===== src/rtl/ehgu_fifo_rd_ctrl.sv =====
// rtl/ehgu_fifo_rd_ctrl.sv - ehgu FIFO read-side controller with credit-counted output buffer
// Optional accepted-word counter enabled by defining EHGU_FIFO_RD_CNT_EN.
module ehgu_fifo_rd_ctrl #(
    parameter int WIDTH     = 8,
    parameter int RD_LAT    = 1,
    parameter int BUF_DEPTH = 3
) (
    input  logic             clk1,
    input  logic             rstn,
    input  logic             en,
    input  logic             empty,
    output logic             renable,
    input  logic [WIDTH-1:0] rdata,
    output logic             m_valid,
    output logic [WIDTH-1:0] m_data,
    input  logic             m_ready,
    output logic             busy,
    output logic [15:0]      rd_count
);

    localparam int OCC_W = $clog2(BUF_DEPTH + 1);
    localparam int PTR_W = $clog2(BUF_DEPTH);
    localparam int SUM_W = 5;

    logic [RD_LAT-1:0] r_lat_pipe;
    logic [WIDTH-1:0]  r_buf [BUF_DEPTH];
    logic [PTR_W-1:0]  r_rd_ptr;
    logic [PTR_W-1:0]  r_wr_ptr;
    logic [OCC_W-1:0]  r_occ;

    logic [SUM_W-1:0]  w_inflight;
    logic              w_credit_ok;
    logic              w_push;
    logic              w_pop;

    function automatic logic [PTR_W-1:0] next_ptr(input logic [PTR_W-1:0] p);
        return (p == PTR_W'(BUF_DEPTH - 1)) ? '0 : p + 1'b1;
    endfunction

    always_comb begin
        w_inflight = '0;
        for (int i = 0; i < RD_LAT; i++) begin
            w_inflight = w_inflight + SUM_W'(r_lat_pipe[i]);
        end
    end

    // Reserve a buffer slot for every read in flight, so no m_ready path reaches renable.
    assign w_credit_ok = (SUM_W'(r_occ) + w_inflight) < SUM_W'(BUF_DEPTH);
    assign renable     = rstn & en & ~empty & w_credit_ok;

    assign w_push  = r_lat_pipe[RD_LAT-1];
    assign m_valid = (r_occ != '0);
    assign m_data  = r_buf[r_rd_ptr];
    assign w_pop   = m_valid & m_ready;
    assign busy    = (r_occ != '0) | (|r_lat_pipe);

    always_ff @(posedge clk1 or negedge rstn) begin
        if (!rstn) begin
            r_lat_pipe <= '0;
        end else begin
            r_lat_pipe <= (r_lat_pipe << 1) | RD_LAT'(renable);
        end
    end

    always_ff @(posedge clk1 or negedge rstn) begin
        if (!rstn) begin
            for (int i = 0; i < BUF_DEPTH; i++) begin
                r_buf[i] <= '0;
            end
            r_wr_ptr <= '0;
        end else if (w_push) begin
            r_buf[r_wr_ptr] <= rdata;
            r_wr_ptr        <= next_ptr(r_wr_ptr);
        end
    end

    always_ff @(posedge clk1 or negedge rstn) begin
        if (!rstn) begin
            r_rd_ptr <= '0;
        end else if (w_pop) begin
            r_rd_ptr <= next_ptr(r_rd_ptr);
        end
    end

    always_ff @(posedge clk1 or negedge rstn) begin
        if (!rstn) begin
            r_occ <= '0;
        end else begin
            case ({w_push, w_pop})
                2'b10:   r_occ <= r_occ + 1'b1;
                2'b01:   r_occ <= r_occ - 1'b1;
                default: r_occ <= r_occ;
            endcase
        end
    end

`ifdef EHGU_FIFO_RD_CNT_EN
    logic [15:0] r_rd_count;

    always_ff @(posedge clk1 or negedge rstn) begin
        if (!rstn) begin
            r_rd_count <= '0;
        end else if (w_pop) begin
            r_rd_count <= r_rd_count + 16'd1;
        end
    end

    assign rd_count = r_rd_count;
`else
    assign rd_count = '0;
`endif

endmodule


===== config.mk =====
export PLATFORM = sky130hd
export DESIGN_NAME = ehgu_fifo_rd_ctrl
export DESIGN_NICKNAME = d
export VERILOG_FILES = /design/src/rtl/ehgu_fifo_rd_ctrl.sv
export SDC_FILE = /design/constraint.sdc
export NUM_CORES = 1
export LEC_CHECK = 0
export BUFFER_PORTS_ARGS = -buffer_cell sky130_fd_sc_hd__clkbuf_2
export CORE_AREA = 2 2 59 61
export DETAILED_ROUTE_END_ITERATION = 10
export DIE_AREA = 0 0 61 63
export GPL_ROUTABILITY_DRIVEN = 0
export PLACE_DENSITY_LB_ADDON = 0.1
export SYNTH_ARGS = -nofsm -noshare
export SYNTH_HDL_FRONTEND = slang
export SYNTH_SLANG_ARGS = --single-unit

===== constraint.sdc =====
create_clock -name clk1 -period 3.46 [get_ports clk1]
set_input_delay 0.692 -clock clk1 [delete_from_list [all_inputs] [get_ports clk1]]
set_output_delay 0.692 -clock clk1 [all_outputs]
set_load 0.02 [all_outputs]

Yosys cells after proc, flatten, opt, wreduce, memory -nomap -nowiden:

Cells that the tools add are included.

* register bits: 31
* input bits: 13
* output and inout bits: 27
* logic and storage cells: 40

* add/subtract/negate cells: 5
* magnitude comparators: 4
* equality and inequality tests: 4
* mux-type cells: 9
* bitwise operators: 8
* reductions and logical operators: 3

Operators with widths (count)
* bitwise mux 24 bit: 1
* two-way mux 8 bit: 3
* binary-select mux 8 bit (select 2 bit): 1
* demux 8 bit (select 2 bit): 1
* adder 2 x 1 -> 2 bit, second input constant: 3
* equality test 2 bit, second input constant: 3
* >= comparator 3 bit, second input constant: 2
* inverter 2 -> 3 bit: 2
* AND 1 bit: 4
* two-way mux 2 bit: 2
* one-hot mux 2 bit (2 select lines): 1
* nonzero test 2 bit: 2
* adder 2 x 1 -> 3 bit: 1
* less-than comparator 3 x 1 -> 1 bit, second input constant: 1
* less-than comparator 3 x 2 -> 1 bit, second input constant: 1
* equality test 2 x 1 -> 1 bit, second input constant: 1
* subtractor 2 x 1 -> 2 bit, second input constant: 1
* logical AND 1 bit: 1
* inverter 1 bit: 1
* bitwise OR 1 bit: 1

Depth between registers and ports, before layout:

Gate-level depths: netlist (run 1).

* word-level depth: 6
* depth in mapped cells: 6
* gate-level depth less buffers: 6

Worst setup path after synthesis (run 1):

No wires, ideal clock.

* path kind: reg-to-output
* start: register r_occ[0]
* end: output renable
* arrival: 2.097 ns
* required time: 2.768 ns
* slack: 0.671 ns
* cell stages (with the launch flop): 4
* path buffers: 0
* cell sequence: dfrtp_1 ha_1 ha_1 a2111oi_0

* longest elaborated chain between the ends: 3

RTL lines
* start: declaration: RTL line 29 `logic [OCC_W-1:0] r_occ;`
* start signal: assignment: RTL line 90 `2'b10: r_occ <= r_occ + 1'b1;`
* start signal: assignment: RTL line 91 `2'b01: r_occ <= r_occ - 1'b1;`
* start signal: assignment: RTL line 92 `default: r_occ <= r_occ;`
* adder 2 x 1 -> 3 bit: RTL line 48 `assign w_credit_ok = (SUM_W'(r_occ) + w_inflight) < SUM_W'(BUF_DEPTH);`
* less-than comparator 3 x 2 -> 1 bit: RTL line 48
* AND 1 bit: RTL line 49 `assign renable = rstn & en & ~empty & w_credit_ok;`
* end: declaration: RTL line 12 `output logic renable,`

No other way between the ends.

Worst setup path in the final report (run 1):

Ends and elaborated chain as after synthesis.

==> results of run 1 <==
-- placed cells by master (no fill, tap or decap), types with 3 or more instances in the layout --
cell      instances
mux2_2           16
nand2_1          10
conb_1           16
mux2_4            8
clkbuf_2         23
dfrtp_1          31
ha_1              3
o21ai_0          11
mux2i_1           8
clkbuf_4          5
-- report_power, final --
| part | total, mW | internal, mW | switching (mW) |
|---|---|---|---|
| Sequential | 0.695 | 0.541 | 0.155 |
| Clock | 0.197 | 0.0791 | 0.118 |
| Combinational | 0.656 | 0.327 | 0.329 |
-- critical path, cell delays in order, from the launching register on --
cell	delay (ns)
dfrtp_1	0.45
ha_1	0.21
ha_1	0.26
a2111oi_0	0.55
clkbuf_2	0.27
-- cell usage after synthesis, drive strengths merged --
cell type | instances | area [µm²]
o21ai | 11 | 55.05
nor2b | 1 | 6.260
ha | 3 | 37.54
dfrtp | 31 | 775.7
conb | 1 | 3.750
nor2 | 1 | 3.750
buf | 19 | 140.1
mux2 | 24 | 300.3
nand3 | 1 | 5.000
inv | 3 | 11.26
a2111oi | 1 | 8.760
or2 | 1 | 6.260
xor2 | 1 | 8.760
a21o | 2 | 15.01
nor3 | 2 | 21.27
clkbuf | 1 | 3.750
or3 | 2 | 12.51
mux2i | 8 | 80.08
nand2b | 1 | 6.260
xnor2 | 2 | 17.52
nand2 | 10 | 37.54
-- worst min path at each step --
stage | slack, ns | start | cells after the start | to
2_1_floorplan | 0.40 | rstn | 0 | r_buf[0]$_DFFE_PN0P_
5_1_grt | 0.42 | rstn | 2 | r_buf[0]$_DFFE_PN0P_
6_report | 0.41 | rstn | 2 | r_buf[1]$_DFFE_PN0P_
3_3_place_gp | 0.49 | r_buf[18]$_DFFE_PN0P_ | 1 | r_buf[18]$_DFFE_PN0P_
4_1_cts | 0.43 | rstn | 2 | r_buf[1]$_DFFE_PN0P_
3_5_place_dp | 0.49 | r_buf[7]$_DFFE_PN0P_ | 1 | r_buf[7]$_DFFE_PN0P_
-- sequential cells by signal, summed over array words and instances, names as in the netlist --
register    count
r_buf          24
r_occ           2
r_lat_pipe      1
r_rd_ptr        2
r_wr_ptr        2
-- cell families (layout without fill, tap and decap cells) --
logic type | count (synthesis) | count (layout) | share of synthesized area, %
buffers and inverters | 23 | 35 | 9.967
AND/OR/NAND/NOR | 19 | 19 | 6.351
adder cells (fa/ha/maj) | 3 | 3 | 2.412
AO/OA/AOI/OAI | 14 | 14 | 5.064
XOR/XNOR | 3 | 3 | 1.688
flip-flops | 31 | 31 | 49.84
other | 1 | 16 | 0.2409
multiplexers | 32 | 32 | 24.44
-- per-stage QoR --
| step | instances | setup slack (ns) | power (mW) |
|---|---|---|---|
| 2_1_floorplan | 141 | 0.6708 | 1.189 |
| 5_1_grt | 199 | 0.5073 | 1.687 |
| 3_3_place_gp | 191 | 1.132 | 1.352 |
| 6_report | 199 | 0.7033 | 1.549 |
| 3_5_place_dp | 191 | 1.027 | 1.367 |
| 4_1_cts | 199 | 0.6603 | 1.570 |
-- per-layer routing --
layer	part of all wire (%)	vias up	wire length (µm)	track usage (%)
li1	-	454	-	-
met1	48	452	1247	20.95
met2	45	33	1188	25.00
met3	5.5	5	145	8.075
met4	1.5	0	40	5.707
met5	0	-	0	0
-- cell type report --
class	instances	share of cell area, %
inverters	3	0.6627
repair buffers	24	7.217
multi-input cells	87	40.13
flip-flops and latches	31	45.66
clock buffers	7	2.651
clock inverters	1	0.2946
well taps	46	3.387
==> results.py, run 1 <==
metrics = {
    "sta": {
        "finalClockSkew_ns": 0.01020,
        "hold_viol_final": 0,
        "whs_ns": 0.4098,
        "drv_slew": 0,
        "period_minus_slack_ns": 2.757,
        "tightest_slew_ns": 0.5923,
        "rsz0062_at_grt": "false",
        "setup_tns_ns": 0,
        "final-setup-viol-count": 0,
        "fmax_ghz": 0.3628,
        "relSlewSlack_pct": 60.52,
        "post-route-period-util_pct": 79.67,
    },
    "worst_setup_path": {
        "start_kind": "flop",
        "crit_arrival_ns": 2.06,
        "r2r.worst_path.cells": 5,
        "crit_required_ns": 2.77,
        "r2r_start": "r_occ[0]$_DFFE_PN0P_",
        "worstSetupPathType": "reg -> out",
        "crit_start": "r_occ[0]$_DFFE_PN0P_",
        "crit_path_end_kind": "primary output",
        "r2r_end": "r_occ[1]$_DFFE_PN0P_",
        "crit_end": "renable",
        "r2r_slack_ns": 1.80,
        "cp_max_fo": 6,
    },
    "synth": {
        "yosys_warnings": 0,
        "syn_area_per_cell_um2": 12.35,
        "synth.yosys.seq_area_share_pct": 49.84,
        "netlist-cell-type-count": 27,
        "syn_area_um2": 1556,
        "synth-seq-cells": 31,
        "syn_inst": 126,
    },
    "final_layout": {
        "n_fill_cell": 306,
        "design_area_um2": 1699,
        "final_layout_size_suffix_gt1_share_pct": 37.25,
        "syn_to_final_growth_pct": 9.164,
        "regArea_um2": 775.7,
        "multi_input_area_um2": 681.9,
        "utilization_pct": 52.57,
        "final_net_count": 168,
        "diodes": 0,
    },
    "detailed_routing": {
        "ant_nets": 0,
        "vias": 944,
        "detail_route.iter0.violations": 16,
        "vias_per_cell": 4.744,
        "totalWireLength_um": 2622,
        "avgRoutedWirePerCell_um": 13.18,
        "drt_first_pass_iters": 4,
        "drc": 0,
    },
    "cts": {
        "h-tree-depth": 2,
        "ctsHoldBuffers": 0,
        "cts_tree": "yes",
        "clk_pin_slew_ns": 0.10,
        "root_buffer": "clkbuf_4",
        "cts_resized": 0,
        "cts.sinks": 31,
        "clock_latency_ns": 0.33,
        "clk_path_buf_depth": 2,
        "cts_setup_buffers": 0,
        "cts_made_buffers": 5,
    },
    "status": {
        "run_status": "finished clean",
    },
    "hold_path": {
        "min_path_type": "in -> async",
    },
    "floorplanning": {
        "die_area_um2": 3843,
        "io_pins": 40,
        "die_x_um": 61,
        "coreArea_um2": 3232,
        "start_util_pct": 48.16,
        "rows": 21,
        "fp.dieH_um": 63,
    },
    "global_routing": {
        "grt_overflow_total": 0,
        "antenna_found_initial": 0,
        "grt_first_pass_wirelength_um": 4609,
        "grt_max_degree": 32,
        "track_usage_pct": 16.75,
        "grt_pass1_vias": 986,
    },
    "pwr": {
        "powerDensity_nw_per_um2": 911.5,
        "p_leak_nw": 0.8379,
        "ir_drop_mv": 0.3491,
    },
    "placement": {
        "dp_hpwl_um": 1815,
        "io_buffer_count": 23,
        "place_area_um2": 1649,
    },
    "flow_run": {
        "max-cap-violations": 0,
    },
}
Power figures use the tool's default switching activity.
==> inputs of run 2 (changes only) <==
--- a/config.mk
+++ b/config.mk
@@ -6,9 +6,9 @@
 export NUM_CORES = 1
 export LEC_CHECK = 0
 export BUFFER_PORTS_ARGS = -buffer_cell sky130_fd_sc_hd__clkbuf_2
-export CORE_AREA = 2 2 59 61
+export CORE_AREA = 2 2 61 63
 export DETAILED_ROUTE_END_ITERATION = 10
-export DIE_AREA = 0 0 61 63
+export DIE_AREA = 0 0 63 65
 export GPL_ROUTABILITY_DRIVEN = 0
 export PLACE_DENSITY_LB_ADDON = 0.1
 export SYNTH_ARGS = -nofsm -noshare
==> constraint.sdc (replaced) <==
create_clock -name clk1 -period 2.5 [get_ports clk1]
set_input_delay 0.5 -clock clk1 [delete_from_list [all_inputs] [get_ports clk1]]
set_output_delay 0.5 -clock clk1 [all_outputs]
set_load 0.02 [all_outputs]
==> run 2 against run 1 <==
- first-iteration DRC count rose by 100%
- utilization fell by 2.2 points
- sequential cell count did not move
- combinational power rose by 55%
- final area rose by 3.7%
- clock skew barely moved
- via count rose by 1.7%
- clock power rose by 67%
- register-to-register slack got worse by 0.94 ns
==> results.py, run 2 (synthesis results as in run 1) <==
metrics = {
    "status": {
        "run_status": "finished clean",
    },
    "floorplanning": {
        "start_util_pct": 44.52,
        "fp.dieH_um": 65,
        "die_x_um": 63,
        "die_area_um2": 4095,
        "rows": 22,
        "coreArea_um2": 3496,
        "io_pins": 40,
    },
    "sta": {
        "finalClockSkew_ns": 0.01043,
        "rsz0062_at_grt": "false",
        "whs_ns": 0.2159,
        "tightest_slew_ns": 0.5530,
        "final-setup-viol-count": 0,
        "drv_slew": 0,
        "hold_viol_final": 0,
        "relSlewSlack_pct": 63.13,
        "fin_ws_ns": 0.07685,
        "post-route-period-util_pct": 96.93,
        "fmax_ghz": 0.4127,
        "setup_tns_ns": 0,
        "period_minus_slack_ns": 2.423,
    },
    "global_routing": {
        "antenna_found_initial": 0,
        "grt_overflow_total": 0,
        "track_usage_pct": 15.08,
        "grt_max_degree": 32,
        "grt_pass1_vias": 947,
        "grt_first_pass_wirelength_um": 4464,
    },
    "cts": {
        "cts_tree": "yes",
        "cts.sinks": 31,
        "ctsHoldBuffers": 0,
        "clk_pin_slew_ns": 0.10,
        "root_buffer": "clkbuf_4",
        "cts_made_buffers": 5,
        "cts_setup_buffers": 0,
        "clk_path_buf_depth": 2,
        "clock_latency_ns": 0.33,
        "h-tree-depth": 2,
    },
    "pwr": {
        "p_leak_nw": 0.8650,
        "finalPower_mw": 2.263,
        "powerDensity_nw_per_um2": 1285,
        "ir_drop_mv": 0.6039,
    },
    "final_layout": {
        "final_common_cell": "dfrtp_1",
        "n_fill_cell": 331,
        "largest_reg_flops": 24,
        "top_register": "r_buf",
        "multi_input_area_um2": 700.7,
        "regArea_um2": 775.7,
        "stdcell_count": 204,
        "final_cell_mix": "31 x dfrtp_1, 22 x clkbuf_2, 16 x mux2_2, 16 x conb_1, 11 x o21ai_0",
        "design_area_um2": 1762,
        "final_net_count": 171,
        "syn_to_final_growth_pct": 13.18,
        "diodes": 0,
        "utilization_pct": 50.39,
        "final_layout_size_suffix_gt1_share_pct": 39.74,
    },
    "worst_setup_path": {
        "cp_max_fo": 6,
        "crit_path_end_kind": "primary output",
        "crit_required_ns": 2.00,
        "worstSetupPathType": "reg -> out",
        "crit_arrival_ns": 1.92,
        "start_kind": "flop",
    },
    "detailed_routing": {
        "ant_nets": 0,
        "totalWireLength_um": 2794,
        "avgRoutedWirePerCell_um": 13.70,
        "vias_per_cell": 4.706,
        "vias": 960,
        "detail_route.iter0.violations": 32,
        "drc": 0,
        "drt_first_pass_iters": 4,
    },
    "flow_run": {
        "max-cap-violations": 0,
    },
    "placement": {
        "dp_hpwl_um": 1891,
        "pre_cts_slack_ns": 0.3654,
        "io_buffer_count": 23,
        "place_area_um2": 1675,
        "place_inst": 196,
    },
    "hold_path": {
        "min_path_type": "in -> async",
    },
}
run 2: cell types whose count changed in the layout (fill, tap and decap cells not counted):
cell / before / now
a2111oi_4: 0 / 1
buf_2: 0 / 1
clkinv_2: 1 / 0
clkbuf_1: 2 / 1
clkbuf_8: 0 / 2
a2111oi_0: 1 / 0
clkbuf_2: 23 / 22
buf_4: 1 / 4
run 2: worst paths after layout:
kind                                        from                     to  slack [ns]  cells after the start
hold reg to reg            r_buf[21]$_DFFE_PN0P_  r_buf[21]$_DFFE_PN0P_        0.51                      1
min in group clk1                          empty   r_lat_pipe$_DFF_PN0_        0.38                      2
max in group asynchronous                   rstn   r_buf[1]$_DFFE_PN0P_        2.00                      2
hold / removal                              rstn   r_buf[8]$_DFFE_PN0P_        0.22                      2
setup / recovery            r_occ[0]$_DFFE_PN0P_                renable        0.08                      4
setup reg to reg            r_occ[0]$_DFFE_PN0P_   r_occ[1]$_DFFE_PN0P_        0.86                      6
run 2: metal layers:
layer | vias to the layer above | wire length [µm] | GRT usage (%)
li1 | 459 | - | -
met1 | 470 | 1265 | 17.81
met3 | 7 | 157 | 6.424
met4 | 0 | 50 | 6.667
met5 | - | 0 | 0
met2 | 24 | 1320 | 23.94
run 2: final cells by class:
class,instances,area share [%]
Sequential cell,31,44.03
Multi-Input combinational cell,87,39.77
Timing Repair Buffer,27,8.239
Clock buffer,8,3.906
Tap cell,48,3.409
Inverter,3,0.6392
run 2: report_power, final:
group	internal, mW	switching (mW)
clock	0.165	0.163
combinational	0.490	0.526
sequential	0.748	0.171
total	1.40	0.860
run 2: timing repair:
item	4_1_cts	5_1_grt
setup endpoints to repair	1	1
gates resized for setup	1	2
pin swaps	0	0
hold endpoints to repair	0	0
run 2: critical path, stage by stage, from the launching register on:
cell and delay, ns:
dfrtp_1 0.45, ha_1 0.21, ha_1 0.32, a2111oi_4 0.40, buf_2 0.23
==> inputs of run 3 (changes only) <==
--- a/config.mk
+++ b/config.mk
@@ -6,9 +6,9 @@
 export NUM_CORES = 1
 export LEC_CHECK = 0
 export BUFFER_PORTS_ARGS = -buffer_cell sky130_fd_sc_hd__clkbuf_2
-export CORE_AREA = 2 2 61 63
+export CORE_AREA = 2 2 70 72
 export DETAILED_ROUTE_END_ITERATION = 10
-export DIE_AREA = 0 0 63 65
+export DIE_AREA = 0 0 72 74
 export GPL_ROUTABILITY_DRIVEN = 0
 export PLACE_DENSITY_LB_ADDON = 0.1
 export SYNTH_ARGS = -nofsm -noshare
==> run 3 against run 2 <==
- critical path depth is the same
- first-iteration DRC count shrank 3.1%
- global-route usage shrank 2.9 points
- critical path type unchanged
==> results.py, run 3 (synthesis results as in run 1) <==
metrics = {
    "status": {
        "run_status": "finished clean",
    },
    "floorplanning": {
        "start_util_pct": 33.85,
        "rows": 25,
        "fp.dieH_um": 74,
        "io_pins": 40,
        "die_x_um": 72,
        "coreArea_um2": 4598,
        "die_area_um2": 5328,
    },
    "sta": {
        "post-route-period-util_pct": 92.94,
        "hold_viol_final": 0,
        "drv_slew": 0,
        "tightest_slew_ns": 0.5933,
        "period_minus_slack_ns": 2.324,
        "finalClockSkew_ns": 0.004844,
        "fmax_ghz": 0.4304,
        "rsz0062_at_grt": "false",
        "fin_ws_ns": 0.1765,
        "relSlewSlack_pct": 60.45,
        "setup_tns_ns": 0,
        "final-setup-viol-count": 0,
        "whs_ns": 0.2857,
    },
    "hold_path": {
        "min_path_type": "in -> async",
    },
    "final_layout": {
        "final_common_cell": "dfrtp_1",
        "final_layout_size_suffix_gt1_share_pct": 40.00,
        "top_register": "r_buf",
        "final_cell_mix": "31 x dfrtp_1, 23 x clkbuf_2, 16 x mux2_2, 16 x conb_1, 11 x o21ai_0",
        "diodes": 0,
        "utilization_pct": 38.61,
        "syn_to_final_growth_pct": 14.07,
        "largest_reg_flops": 24,
        "design_area_um2": 1775,
        "final_net_count": 171,
        "n_fill_cell": 451,
    },
    "detailed_routing": {
        "ant_nets": 0,
        "drt_first_pass_iters": 4,
        "vias_per_cell": 4.555,
        "drc": 0,
        "vias": 952,
        "detail_route.iter0.violations": 31,
        "totalWireLength_um": 2966,
        "avgRoutedWirePerCell_um": 14.19,
    },
    "global_routing": {
        "grt_pass1_vias": 949,
        "grt_overflow_total": 0,
        "grt_max_degree": 32,
        "track_usage_pct": 12.15,
        "grt_first_pass_wirelength_um": 4747,
        "antenna_found_initial": 0,
    },
    "cts": {
        "clk_pin_slew_ns": 0.07,
        "h-tree-depth": 2,
        "cts_tree": "yes",
        "ctsHoldBuffers": 0,
        "cts.sinks": 31,
        "clk_path_buf_depth": 2,
        "root_buffer": "clkbuf_8",
        "cts_resized": 0,
        "clock_latency_ns": 0.28,
        "cts_setup_buffers": 0,
        "cts_made_buffers": 5,
    },
    "worst_setup_path": {
        "start_kind": "flop",
        "cp_num_buf_inv": 1,
        "worstSetupPathType": "reg -> out",
        "crit_required_ns": 2.00,
        "crit_path_end_kind": "primary output",
        "critPathTopFamily": "adder cells",
        "cpPeakStageDelay_ns": 0.43,
        "crit_arrival_ns": 1.82,
        "cp_common_cell": "ha_1",
        "crit_chain": "ha_1 > ha_1 > a2111oi_2 > clkbuf_2",
        "crit_slowest_cell": "dfrtp_1",
        "cp_max_fo": 6,
    },
    "pwr": {
        "powerDensity_nw_per_um2": 1306,
        "p_leak_nw": 0.8718,
        "swShare_pct": 37.37,
        "switching_power_uw": 866.2,
        "clockPowerShare_pct": 17.1,
        "p_int_mw": 1.452,
        "p_seq_share_pct": 38.8,
        "comb_power_share_pct": 44.1,
        "ir_drop_mv": 0.4081,
    },
    "placement": {
        "io_buffer_count": 23,
        "dp_hpwl_um": 2041,
        "pre_cts_slack_ns": 0.3790,
        "place_area_um2": 1683,
    },
    "flow_run": {
        "max-cap-violations": 0,
    },
}
[run 3: cell types whose count changed in the layout (fill, tap and decap cells not counted), sizes merged]
cell / delta
buf: -1
clkbuf: -1
clkinv: +1
[run 3: power by group through the flow]
stage	clock, mW	sequential, mW	combinational (mW)
floorplan	0	0.873	0.775
global placement	0	0.895	1.02
detailed placement	0	0.906	1.04
CTS	0.410	0.900	1.04
global route	0.431	0.933	1.12
finish	0.396	0.900	1.02
[run 3: metrics by stage]
step | power [mW] | cells
global route | 2.489 | 209
detailed placement | 1.941 | 202
global placement | 1.910 | 202
CTS | 2.345 | 209
finish | 2.318 | 209
floorplan | 1.648 | 141
[run 3: routing by layer]
layer  up-vias  track usage [%]  part of all wire (%)
met2        26            18.62                    46
met1       465            16.17                    47
met3         7            3.252                   4.6
met4         0            5.660                   2.0
li1        454                -                     -
met5         -                0                     0
[run 3: path summary, 6_finish.rpt]
path,startpoint,end,slack [ns],depth (start not counted)
max,r_occ[0]$_DFFE_PN0P_,renable,0.18,4
min,rstn,r_buf[4]$_DFFE_PN0P_,0.29,2
max reg2reg,r_occ[0]$_DFFE_PN0P_,r_occ[1]$_DFFE_PN0P_,0.86,5
min reg2reg,r_buf[17]$_DFFE_PN0P_,r_buf[17]$_DFFE_PN0P_,0.50,1
max in group asynchronous,rstn,r_buf[21]$_DFFE_PN0P_,1.92,2
min in group clk1,empty,r_lat_pipe$_DFF_PN0_,0.38,2
[run 3: cell type report]
type	count	area (µm²)	share of cell area (%)
inverter	3	11.26	0.6343
timing repair buffer	27	145.1	8.175
clock inverter	1	5.005	0.2819
tap	54	67.56	3.806
multi-input combinational	87	688.2	38.76
clock buffer	6	82.58	4.651
sequential	31	775.7	43.69
[run 3: worst reg2reg max path: cells and delay by family (launching register included)]
kind,cells,cell delay [ns]
buffers and inverters,1,0.09
adder cells (fa/ha/maj),1,0.31
AND/OR/NAND/NOR,1,0.13
flip-flops,1,0.43
XOR/XNOR,1,0.16
AO/OA/AOI/OAI,1,0.44
